==> src/rtl/md_sched_ctrl_pkg.sv <==
// Shared definitions for the multiply/divide sequencing controller.
// Holds the MD opcode encodings, default operation latencies, FSM state
// encodings and small opcode classification helpers.
package md_sched_ctrl_pkg;

    localparam int OP_W  = 3;
    localparam int CNT_W = 4;

    localparam logic [OP_W-1:0] OP_NONE   = 3'd0;
    localparam logic [OP_W-1:0] OP_MULT   = 3'd1;
    localparam logic [OP_W-1:0] OP_MULTU  = 3'd2;
    localparam logic [OP_W-1:0] OP_DIV    = 3'd3;
    localparam logic [OP_W-1:0] OP_DIVU   = 3'd4;
    localparam logic [OP_W-1:0] OP_MTHI   = 3'd5;
    localparam logic [OP_W-1:0] OP_MTLO   = 3'd6;
    localparam logic [OP_W-1:0] OP_MFHILO = 3'd7;

    localparam int MULT_CYCLES_DEF = 5;
    localparam int DIV_CYCLES_DEF  = 10;

    typedef enum logic {
        ST_IDLE = 1'b0,
        ST_RUN  = 1'b1
    } md_state_t;

    // Ops that occupy the unit for a timed interval.
    function automatic logic is_muldiv(input logic [OP_W-1:0] op);
        return (op == OP_MULT) || (op == OP_MULTU) ||
               (op == OP_DIV)  || (op == OP_DIVU);
    endfunction

    function automatic logic is_div(input logic [OP_W-1:0] op);
        return (op == OP_DIV) || (op == OP_DIVU);
    endfunction

endpackage

==> src/rtl/md_sched_ctrl_if.sv <==
// Handshake bundle between the E-stage decode/exception logic and the MD
// sequencing controller. The master side is the pipeline (drives the E/D
// stage view); the slave side is the controller (drives strobes and stall).
interface md_sched_ctrl_if;
    import md_sched_ctrl_pkg::*;

    // pipeline -> controller
    logic             e_valid;
    logic [OP_W-1:0]  e_op;
    logic             exc_int;
    logic             d_md_use;

    // controller -> pipeline / MD datapath
    logic             start;
    logic [OP_W-1:0]  launch_op;
    logic             mt_hi_we;
    logic             mt_lo_we;
    logic             busy;
    logic             hilo_we;
    logic [CNT_W-1:0] cycles_left;
    logic             stall_d;
    logic             proto_err;
    logic             op_is_div;   // result select for the HI/LO commit

    modport master (
        output e_valid, e_op, exc_int, d_md_use,
        input  start, launch_op, mt_hi_we, mt_lo_we, busy, hilo_we,
               cycles_left, stall_d, proto_err, op_is_div
    );

    modport slave (
        input  e_valid, e_op, exc_int, d_md_use,
        output start, launch_op, mt_hi_we, mt_lo_we, busy, hilo_we,
               cycles_left, stall_d, proto_err, op_is_div
    );

endinterface

==> src/rtl/md_sched_ctrl_lat_counter.sv <==
// Loadable down-counter timing an MD operation; done flags the last cycle.
// Latency: load/decrement take effect on the next edge; flags are combinational from cnt.
// Backpressure: none; decrement is ignored at zero so the count never wraps.
// Ports: clk, reset (sync, active-high), load/load_val, dec -> cnt, done (cnt==1), zero (cnt==0).
module md_lat_counter #(
    parameter int W = 4
) (
    input  logic         clk,
    input  logic         reset,
    input  logic         load,
    input  logic [W-1:0] load_val,
    input  logic         dec,
    output logic [W-1:0] cnt,
    output logic         done,
    output logic         zero
);

    always_ff @(posedge clk) begin
        if (reset) begin
            cnt <= '0;
        end else if (load) begin
            cnt <= load_val;
        end else if (dec && (cnt != '0)) begin
            cnt <= cnt - W'(1);
        end
    end

    assign done = (cnt == W'(1));
    assign zero = (cnt == '0);

endmodule

==> src/rtl/md_sched_ctrl.sv <==
// Sequences mult/div launches, times their latency, pulses the HI/LO commit and stalls D.
// Latency: start is same-cycle; busy T+1..T+N; hilo_we in T+N; stall_d releases at T+N+1.
// Backpressure: stall_d holds any MD-using D instruction while busy or launching.
// Ports: clk, reset (sync, active-high), md (slave modport of md_sched_ctrl_if).
module md_sched_ctrl
    import md_sched_ctrl_pkg::*;
#(
    parameter int MULT_CYCLES = MULT_CYCLES_DEF,
    parameter int DIV_CYCLES  = DIV_CYCLES_DEF
) (
    input  logic          clk,
    input  logic          reset,
    md_sched_ctrl_if.slave md
);

    md_state_t        state;
    logic             busy_q;
    logic             op_is_div_q;
    logic             proto_q;

    logic             in_idle;
    logic             in_run;
    logic             op_muldiv;
    logic             op_mt;
    logic             start_c;
    logic             violation;
    logic [CNT_W-1:0] load_val;
    logic [CNT_W-1:0] cnt;
    logic             cnt_done;
    logic             cnt_zero;

    assign in_idle   = (state == ST_IDLE);
    assign in_run    = (state == ST_RUN);
    assign op_muldiv = is_muldiv(md.e_op);
    assign op_mt     = (md.e_op == OP_MTHI) || (md.e_op == OP_MTLO);

    // A launch is killed outright by a same-cycle exception; nothing is retained.
    assign start_c  = !reset && in_idle && md.e_valid && op_muldiv && !md.exc_int;
    assign load_val = is_div(md.e_op) ? CNT_W'(DIV_CYCLES) : CNT_W'(MULT_CYCLES);

    // Anything that would touch HI/LO or relaunch while occupied should have
    // been stalled in D; it is dropped here and flagged instead.
    assign violation = in_run && md.e_valid && (op_muldiv || op_mt);

    md_lat_counter #(
        .W(CNT_W)
    ) u_lat (
        .clk      (clk),
        .reset    (reset),
        .load     (start_c),
        .load_val (load_val),
        .dec      (in_run && !cnt_zero),
        .cnt      (cnt),
        .done     (cnt_done),
        .zero     (cnt_zero)
    );

    always_ff @(posedge clk) begin
        if (reset) begin
            state       <= ST_IDLE;
            busy_q      <= 1'b0;
            op_is_div_q <= 1'b0;
            proto_q     <= 1'b0;
        end else begin
            case (state)
                ST_IDLE: begin
                    if (start_c) begin
                        state       <= ST_RUN;
                        busy_q      <= 1'b1;
                        op_is_div_q <= is_div(md.e_op);
                    end
                end
                ST_RUN: begin
                    // Exceptions do not shorten the run: the launching
                    // instruction has already retired.
                    if (cnt_done) begin
                        state  <= ST_IDLE;
                        busy_q <= 1'b0;
                    end
                end
                default: begin
                    state  <= ST_IDLE;
                    busy_q <= 1'b0;
                end
            endcase

            if (violation) begin
                proto_q <= 1'b1;
            end
        end
    end

    assign md.start       = start_c;
    assign md.launch_op   = start_c ? md.e_op : OP_NONE;
    assign md.mt_hi_we    = !reset && in_idle && md.e_valid && (md.e_op == OP_MTHI) && !md.exc_int;
    assign md.mt_lo_we    = !reset && in_idle && md.e_valid && (md.e_op == OP_MTLO) && !md.exc_int;
    assign md.busy        = busy_q;
    // Reset in the final cycle suppresses the commit so the result is discarded.
    assign md.hilo_we     = !reset && in_run && cnt_done;
    assign md.cycles_left = cnt;
    // Including start covers an MD op in D right behind the launching op.
    assign md.stall_d     = !reset && md.d_md_use && (busy_q || start_c);
    assign md.proto_err   = proto_q;
    assign md.op_is_div   = op_is_div_q;

endmodule

==> src/flat_wrapper.sv <==
// flat-port wrapper written by rule: the top's interface ports become plain ports
module md_sched_ctrl_flat import md_sched_ctrl_pkg::*;
#(
    parameter int MULT_CYCLES = MULT_CYCLES_DEF,
    parameter int DIV_CYCLES  = DIV_CYCLES_DEF
)
  (clk, reset, md_e_valid, md_e_op, md_exc_int, md_d_md_use, md_start, md_launch_op, md_mt_hi_we, md_mt_lo_we, md_busy, md_hilo_we, md_cycles_left, md_stall_d, md_proto_err, md_op_is_div);
  md_sched_ctrl_if md_i ();
  input  logic clk;
  input  logic reset;
  input wire logic [$bits(md_i.e_valid)-1:0] md_e_valid;
  input wire logic [$bits(md_i.e_op)-1:0] md_e_op;
  input wire logic [$bits(md_i.exc_int)-1:0] md_exc_int;
  input wire logic [$bits(md_i.d_md_use)-1:0] md_d_md_use;
  output wire logic [$bits(md_i.start)-1:0] md_start;
  output wire logic [$bits(md_i.launch_op)-1:0] md_launch_op;
  output wire logic [$bits(md_i.mt_hi_we)-1:0] md_mt_hi_we;
  output wire logic [$bits(md_i.mt_lo_we)-1:0] md_mt_lo_we;
  output wire logic [$bits(md_i.busy)-1:0] md_busy;
  output wire logic [$bits(md_i.hilo_we)-1:0] md_hilo_we;
  output wire logic [$bits(md_i.cycles_left)-1:0] md_cycles_left;
  output wire logic [$bits(md_i.stall_d)-1:0] md_stall_d;
  output wire logic [$bits(md_i.proto_err)-1:0] md_proto_err;
  output wire logic [$bits(md_i.op_is_div)-1:0] md_op_is_div;
  assign md_i.e_valid = md_e_valid;
  assign md_i.e_op = md_e_op;
  assign md_i.exc_int = md_exc_int;
  assign md_i.d_md_use = md_d_md_use;
  assign md_start = md_i.start;
  assign md_launch_op = md_i.launch_op;
  assign md_mt_hi_we = md_i.mt_hi_we;
  assign md_mt_lo_we = md_i.mt_lo_we;
  assign md_busy = md_i.busy;
  assign md_hilo_we = md_i.hilo_we;
  assign md_cycles_left = md_i.cycles_left;
  assign md_stall_d = md_i.stall_d;
  assign md_proto_err = md_i.proto_err;
  assign md_op_is_div = md_i.op_is_div;
  md_sched_ctrl #(.MULT_CYCLES(MULT_CYCLES), .DIV_CYCLES(DIV_CYCLES)) u_core (.clk(clk), .reset(reset), .md(md_i));
endmodule
==> config.mk <==
export PLATFORM = sky130hd
export DESIGN_NAME = md_sched_ctrl_flat
export DESIGN_NICKNAME = d
export VERILOG_FILES = /design/src/rtl/md_sched_ctrl_pkg.sv /design/src/rtl/md_sched_ctrl_if.sv /design/src/rtl/md_sched_ctrl_lat_counter.sv /design/src/rtl/md_sched_ctrl.sv /design/src/flat_wrapper.sv
export SDC_FILE = /design/constraint.sdc
export NUM_CORES = 1
export LEC_CHECK = 0
export BUFFER_PORTS_ARGS = -buffer_cell sky130_fd_sc_hd__buf_4
export CAP_MARGIN = 20
export CORE_ASPECT_RATIO = 1.1
export CORE_MARGIN = 2
export CORE_UTILIZATION = 38
export CTS_CLUSTER_SIZE = 10
export DETAILED_ROUTE_END_ITERATION = 7
export GPL_ROUTABILITY_DRIVEN = 0
export PLACE_DENSITY = 0.61
export SKIP_CTS_REPAIR_TIMING = 1
export SLEW_MARGIN = 20
export SYNTH_ARGS = -nofsm -noshare
export SYNTH_HDL_FRONTEND = slang
export SYNTH_SLANG_ARGS = --single-unit
==> constraint.sdc <==
create_clock -name clk -period 1.8 [get_ports clk]
set_input_delay 0.27 -clock clk [delete_from_list [all_inputs] [get_ports clk]]
set_output_delay 0.27 -clock clk [all_outputs]
set_load 0.01 [all_outputs]
== Yosys cells after proc, flatten, opt, wreduce, memory -nomap -nowiden ==
Index checks and enable logic that the tools add are counted.
Storage, ports and cells
  word-level logic and storage cells: 57
  input bits: 8
  bits in registers: 8
  output and inout port bits: 15
Cells by class
  muxes and demuxes: 10
  add/subtract/negate cells: 1
  eq/ne operators: 9
  bitwise operators: 1
  reductions and logical operators: 31
Operators with widths (number)
  $logic_and 1x1->1: 16
  $mux 4: 3
  $eq 3x3->1 const B: 3
  $logic_or 1x1->1: 7
  $eq 3x2->1 const B: 2
  $eq 4x1->1 const B: 1
  $logic_not 4->1: 1
  $mux 1: 4
  $ne 2x2->1 const B: 2
  $pmux 1 s2: 2
  $reduce_and 2->1: 2
  $reduce_bool 4->1: 1
  $sub 4x1->4 const B: 1
  $eq 3x1->1 const B: 1
  $logic_not 1->1: 3
  $mux 3: 1
  $reduce_bool 2->1: 1
  $not 1->1: 1

== Depth between registers and ports, before layout ==
  depth in word-level cells: 8
  mapped depth: 6
  gate-level depth less buffers: 6

== By module ==
A second synthesis with hierarchy kept.
Unflattened totals
  cell total of the unflattened synthesis: 66
  area total of the unflattened synthesis: 581.8 um2
Modules (own cells, without submodules)
  md_sched_ctrl: seq. area each 80.1 um2, area each 299.0 um2, times used 1, cells each 35
  md_lat_counter: seq. area each 80.1 um2, area each 282.8 um2, times used 1, cells each 31

== Least setup slack after synthesis ==
Ideal clock, no wire load.
  path type: input to output
  start point: in md_e_op[0]
  end point: out md_stall_d
  arrival time: 1.304 ns
  required time: 1.530 ns
  setup slack: 0.226 ns
  buffers on the path: 1
  stages on the path: 6
  path through: buf_4 -> o21ai_0 -> nand3_4 -> inv_4 -> nor2_1 -> nor3b_1
On the way
  cells in the longest elaborated chain, start to end: 8
  elaborated cells on any way between the ends: 11
  classes of those cells: 4 x eq/ne; 7 x reduce/logical
Ends and longest elaborated chain
  from (decl): line flat_wrapper.sv:12  | input wire logic [$bits(md_i.e_op)-1:0] md_e_op;
  $eq 3x1->1 or $eq 3x2->1 (tied branches): line md_sched_ctrl_pkg.sv:28  | return (op == OP_MULT) || (op == OP_MULTU) ||
  $logic_or 1x1->1 (2 in series): line md_sched_ctrl_pkg.sv:28
  $logic_or 1x1->1 *: line md_sched_ctrl_pkg.sv:29  | (op == OP_DIV) || (op == OP_DIVU);
  $logic_and 1x1->1 * (2 in series): line md_sched_ctrl.sv:38  | assign start_c = !reset && in_idle && md.e_valid && op_muldiv && !md.exc_int;
  via md_start: line flat_wrapper.sv:15  | output wire logic [$bits(md_i.start)-1:0] md_start;
  $logic_or 1x1->1 *: line md_sched_ctrl.sv:102  | assign md.stall_d = !reset && md.d_md_use && (busy_q || start_c);
  $logic_and 1x1->1 *: line md_sched_ctrl.sv:102
  to (decl): line flat_wrapper.sv:22  | output wire logic [$bits(md_i.stall_d)-1:0] md_stall_d;
The timed path passes the listed nets; every way through them passes the cells marked *.

== Final worst setup path ==
  start point: reg u_core.state (netlist: u_core.in_run)
  end point: out md_stall_d
On the way
  cells in the longest elaborated chain, start to end: 7
Ends and longest elaborated chain
  from (decl): line md_sched_ctrl.sv:16  | md_state_t state;
  from (signal assigned): line md_sched_ctrl.sv:60  | state <= ST_IDLE;
  from (signal assigned): line md_sched_ctrl.sv:68  | state <= ST_RUN;
  from (signal assigned): line md_sched_ctrl.sv:77  | state <= ST_IDLE;
  $not 1->1: line md_sched_ctrl.sv:32  | assign in_idle = (state == ST_IDLE);
  $logic_and 1x1->1 (4 in series): line md_sched_ctrl.sv:38
  $logic_or 1x1->1: line md_sched_ctrl.sv:102
  $logic_and 1x1->1: line md_sched_ctrl.sv:102
Every way passes these cells.

==> flow_summary.yaml <==
logic_synthesis:
  yosysTopAreaCellShare_pct: 27.3
  synth_edf_count: 0
  synth_area_leaders: "dfxtp_1 (27%), nor3b_1 (5.1%), nor2_1 (4.5%)"
  synthesis.area_um2: 587
  synth_ff_type: "dfxtp_1"
  yosysUniqueCellTypes: 36
  synthCells: 71
  ys_ff_latch: 8
  synth_top_area_cell: "dfxtp_1"
  yosysWarnings: 0
  seq_area_frac_synth_pct: 27.3
  synth_fp_nets: 81
  synth-async-reset-ratio_pct: 0
  syn_avg_cell_area_um2: 8.26
floorplanning:
  dieArea_mm2: 0.00188
  coreArea_mm2: 0.00140
  rows: 14
  ios: 23
  start_util_pct: 41.9
  die_h_um: 45.2
  fp.dieW_um: 41.5
route:
  viasPerCell: 5.42
  vias: 629
  drt_first_pass_iters: 4
  drc_errors: 0
  wl_mm: 1.40
  first_iter_violations: 11
  ant_nets: 0
  wl_per_cell_um: 12.0
worst_setup_path:
  startpoint_type: "flop"
  cp_max_fo: 4
  criticalPathCategory: "reg -> out"
  cp_data_arrival_time_ns: 1.50
  end_kind: "output pin"
  worstPathRequired_ns: 1.53
cts:
  cts_buffer_depth: 2
  cts-htree-levels: 1
  cts_buffers: 3
  clkSlewWorstSetupHoldPaths_ns: 0.06
  cts_tree: "done"
  cts.sinks: 8
  worstSkewPairLatency_ns: 0.26
  cts-root-buf: "clkbuf_4"
power:
  p_per_area_mw_per_mm2: 528
  ir_worst_vdd_uv: 300
  p_sw_uw: 133
  p_comb_share_pct: 26.2
  p_clk_share_pct: 31.0
  seqPwrFrac_pct: 42.8
  p_total_uw: 454
  power.internal_uw: 321
  p_leak_uw: 0.000386
  switching_share_pct: 29.3
placement:
  port_buffers: 22
  dp_hpwl_um: 983
sta:
  hold_viol: 0
  fmax_ghz: 0.564
  totalNegativeSetupSlack_ns: 0
  max_slew_margin_pct: 74.5
  finalClockSkew_ns: 0.00666
  period_needed_ns: 1.77
  finalSetupViolations: 0
  rsz0062_at_grt: "yes"
  fin_hold_ws_ns: 0.288
  slew_violations: 0
  fin_crit_sh_pct: 98.5
  tightest_slew_ns: 0.377
cells_and_area:
  final_common_cell: "buf_4"
  fillers: 132
  area.growth.synth_to_final_pct: 46.5
  diodes: 0
  mostFrequentLayoutCells: "buf_4 (28), dfxtp_1 (7), nor2_1 (6)"
  final_util_pct: 61.3
  drive_above_1_share_pct: 46.0
  nets: 112
global_routing:
  antenna_found_initial: 0
  overflow: 0
  grt_pass1_wl_mm: 2.17
  grt_pass1_vias: 509
  grt_use_total_pct: 15.5
  grt_max_degree: 12
min_path:
  min_path_type: "in -> reg"
run:
  maxCapViolations: 0
outcome:
  outcome: "finished, final reports clean"
-- power by group through the flow --
| stage | sequential [uW] | clock, uW | combinational, uW |
|---|---|---|---|
| 6_report | 194 | 141 | 119 |
| 5_1_grt | 196 | 157 | 129 |
| 4_1_cts | 194 | 151 | 108 |
| 3_5_place_dp | 198 | 0 | 108 |
| 3_3_place_gp | 198 | 0 | 108 |
| 2_1_floorplan | 200 | 0 | 65.4 |
-- path summary, 6_finish.rpt --
| path | from | slack [ns] | endpoint | depth (start not counted) |
|---|---|---|---|---|
| min reg2reg | u_core.md.proto_err$_SDFFE_PP0P_ | 0.49 | u_core.md.proto_err$_SDFFE_PP0P_ | 2 |
| min | reset | 0.29 | u_core.u_lat.cnt[2]$_SDFFE_PP0P_ | 2 |
| max reg2reg | u_core.u_lat.cnt[0]$_SDFFE_PP0P_ | 0.19 | u_core.u_lat.cnt[0]$_SDFFE_PP0P_ | 6 |
| max | u_core.in_run$_SDFF_PP0_ | 0.03 | md_stall_d | 6 |
-- worst max-delay path: stages (launching register included) --
cell and delay, ns:
dfxtp_2 0.33, nor4b_4 0.36, nand3_4 0.14, inv_4 0.08, nor2_2 0.03, nor3b_2 0.16, buf_4 0.14
-- Yosys cell counts (all sizes together) (3+ instances only) --
cell   count
a21oi      5
a31oi      3
buf        3
dfxtp      8
inv        4
nand2      5
nand3      6
nor2       7
nor3b      4
o21ai      3
-- routing by layer --
metal | GRT usage (%) | vias up | share of wire (%)
met4 | 7.74 | 0 | 1.5
met1 | 19.1 | 286 | 44
met2 | 23.8 | 22 | 48
met5 | 0 | - | 0
li1 | - | 317 | -
met3 | 6.00 | 4 | 6.4
-- per-stage QoR --
step | instances | setup WS (ns) | cell area (um2)
6_report | 116 | 0.0272 | 860
3_5_place_dp | 108 | 0.139 | 768
2_1_floorplan | 71 | 0.226 | 587
5_1_grt | 116 | -0.0473 | 860
3_3_place_gp | 108 | 0.166 | 768
4_1_cts | 111 | 0.0118 | 791
-- cells by family after synthesis --
family / synth area share [%]
DFF: 27.3
xor gates and xnor gates: 1.49
AOI/OAI and AO/OA: 20.3
and+or+nand+nor: 39.2
adders and majority gates: 4.26
buffers and inverters: 7.46
-- state kept, by name, indices dropped and copies added, names as in the netlist --
name	flops
u_core.md.busy	1
u_core.md.op_is_div	1
u_core.md.proto_err	1
u_core.in_run	1
u_core.u_lat.cnt	4
-- cell type report --
cell class	instances	area [um2]	share of cell area [%]
Multi-Input combinational cell	55	405	47.2
Tap cell	16	20.0	2.33
Inverter	4	17.5	2.04
Clock buffer	3	22.5	2.62
Sequential cell	8	161	18.8
Timing Repair Buffer	30	233	27.1
(Power assumes the default switching activity.)
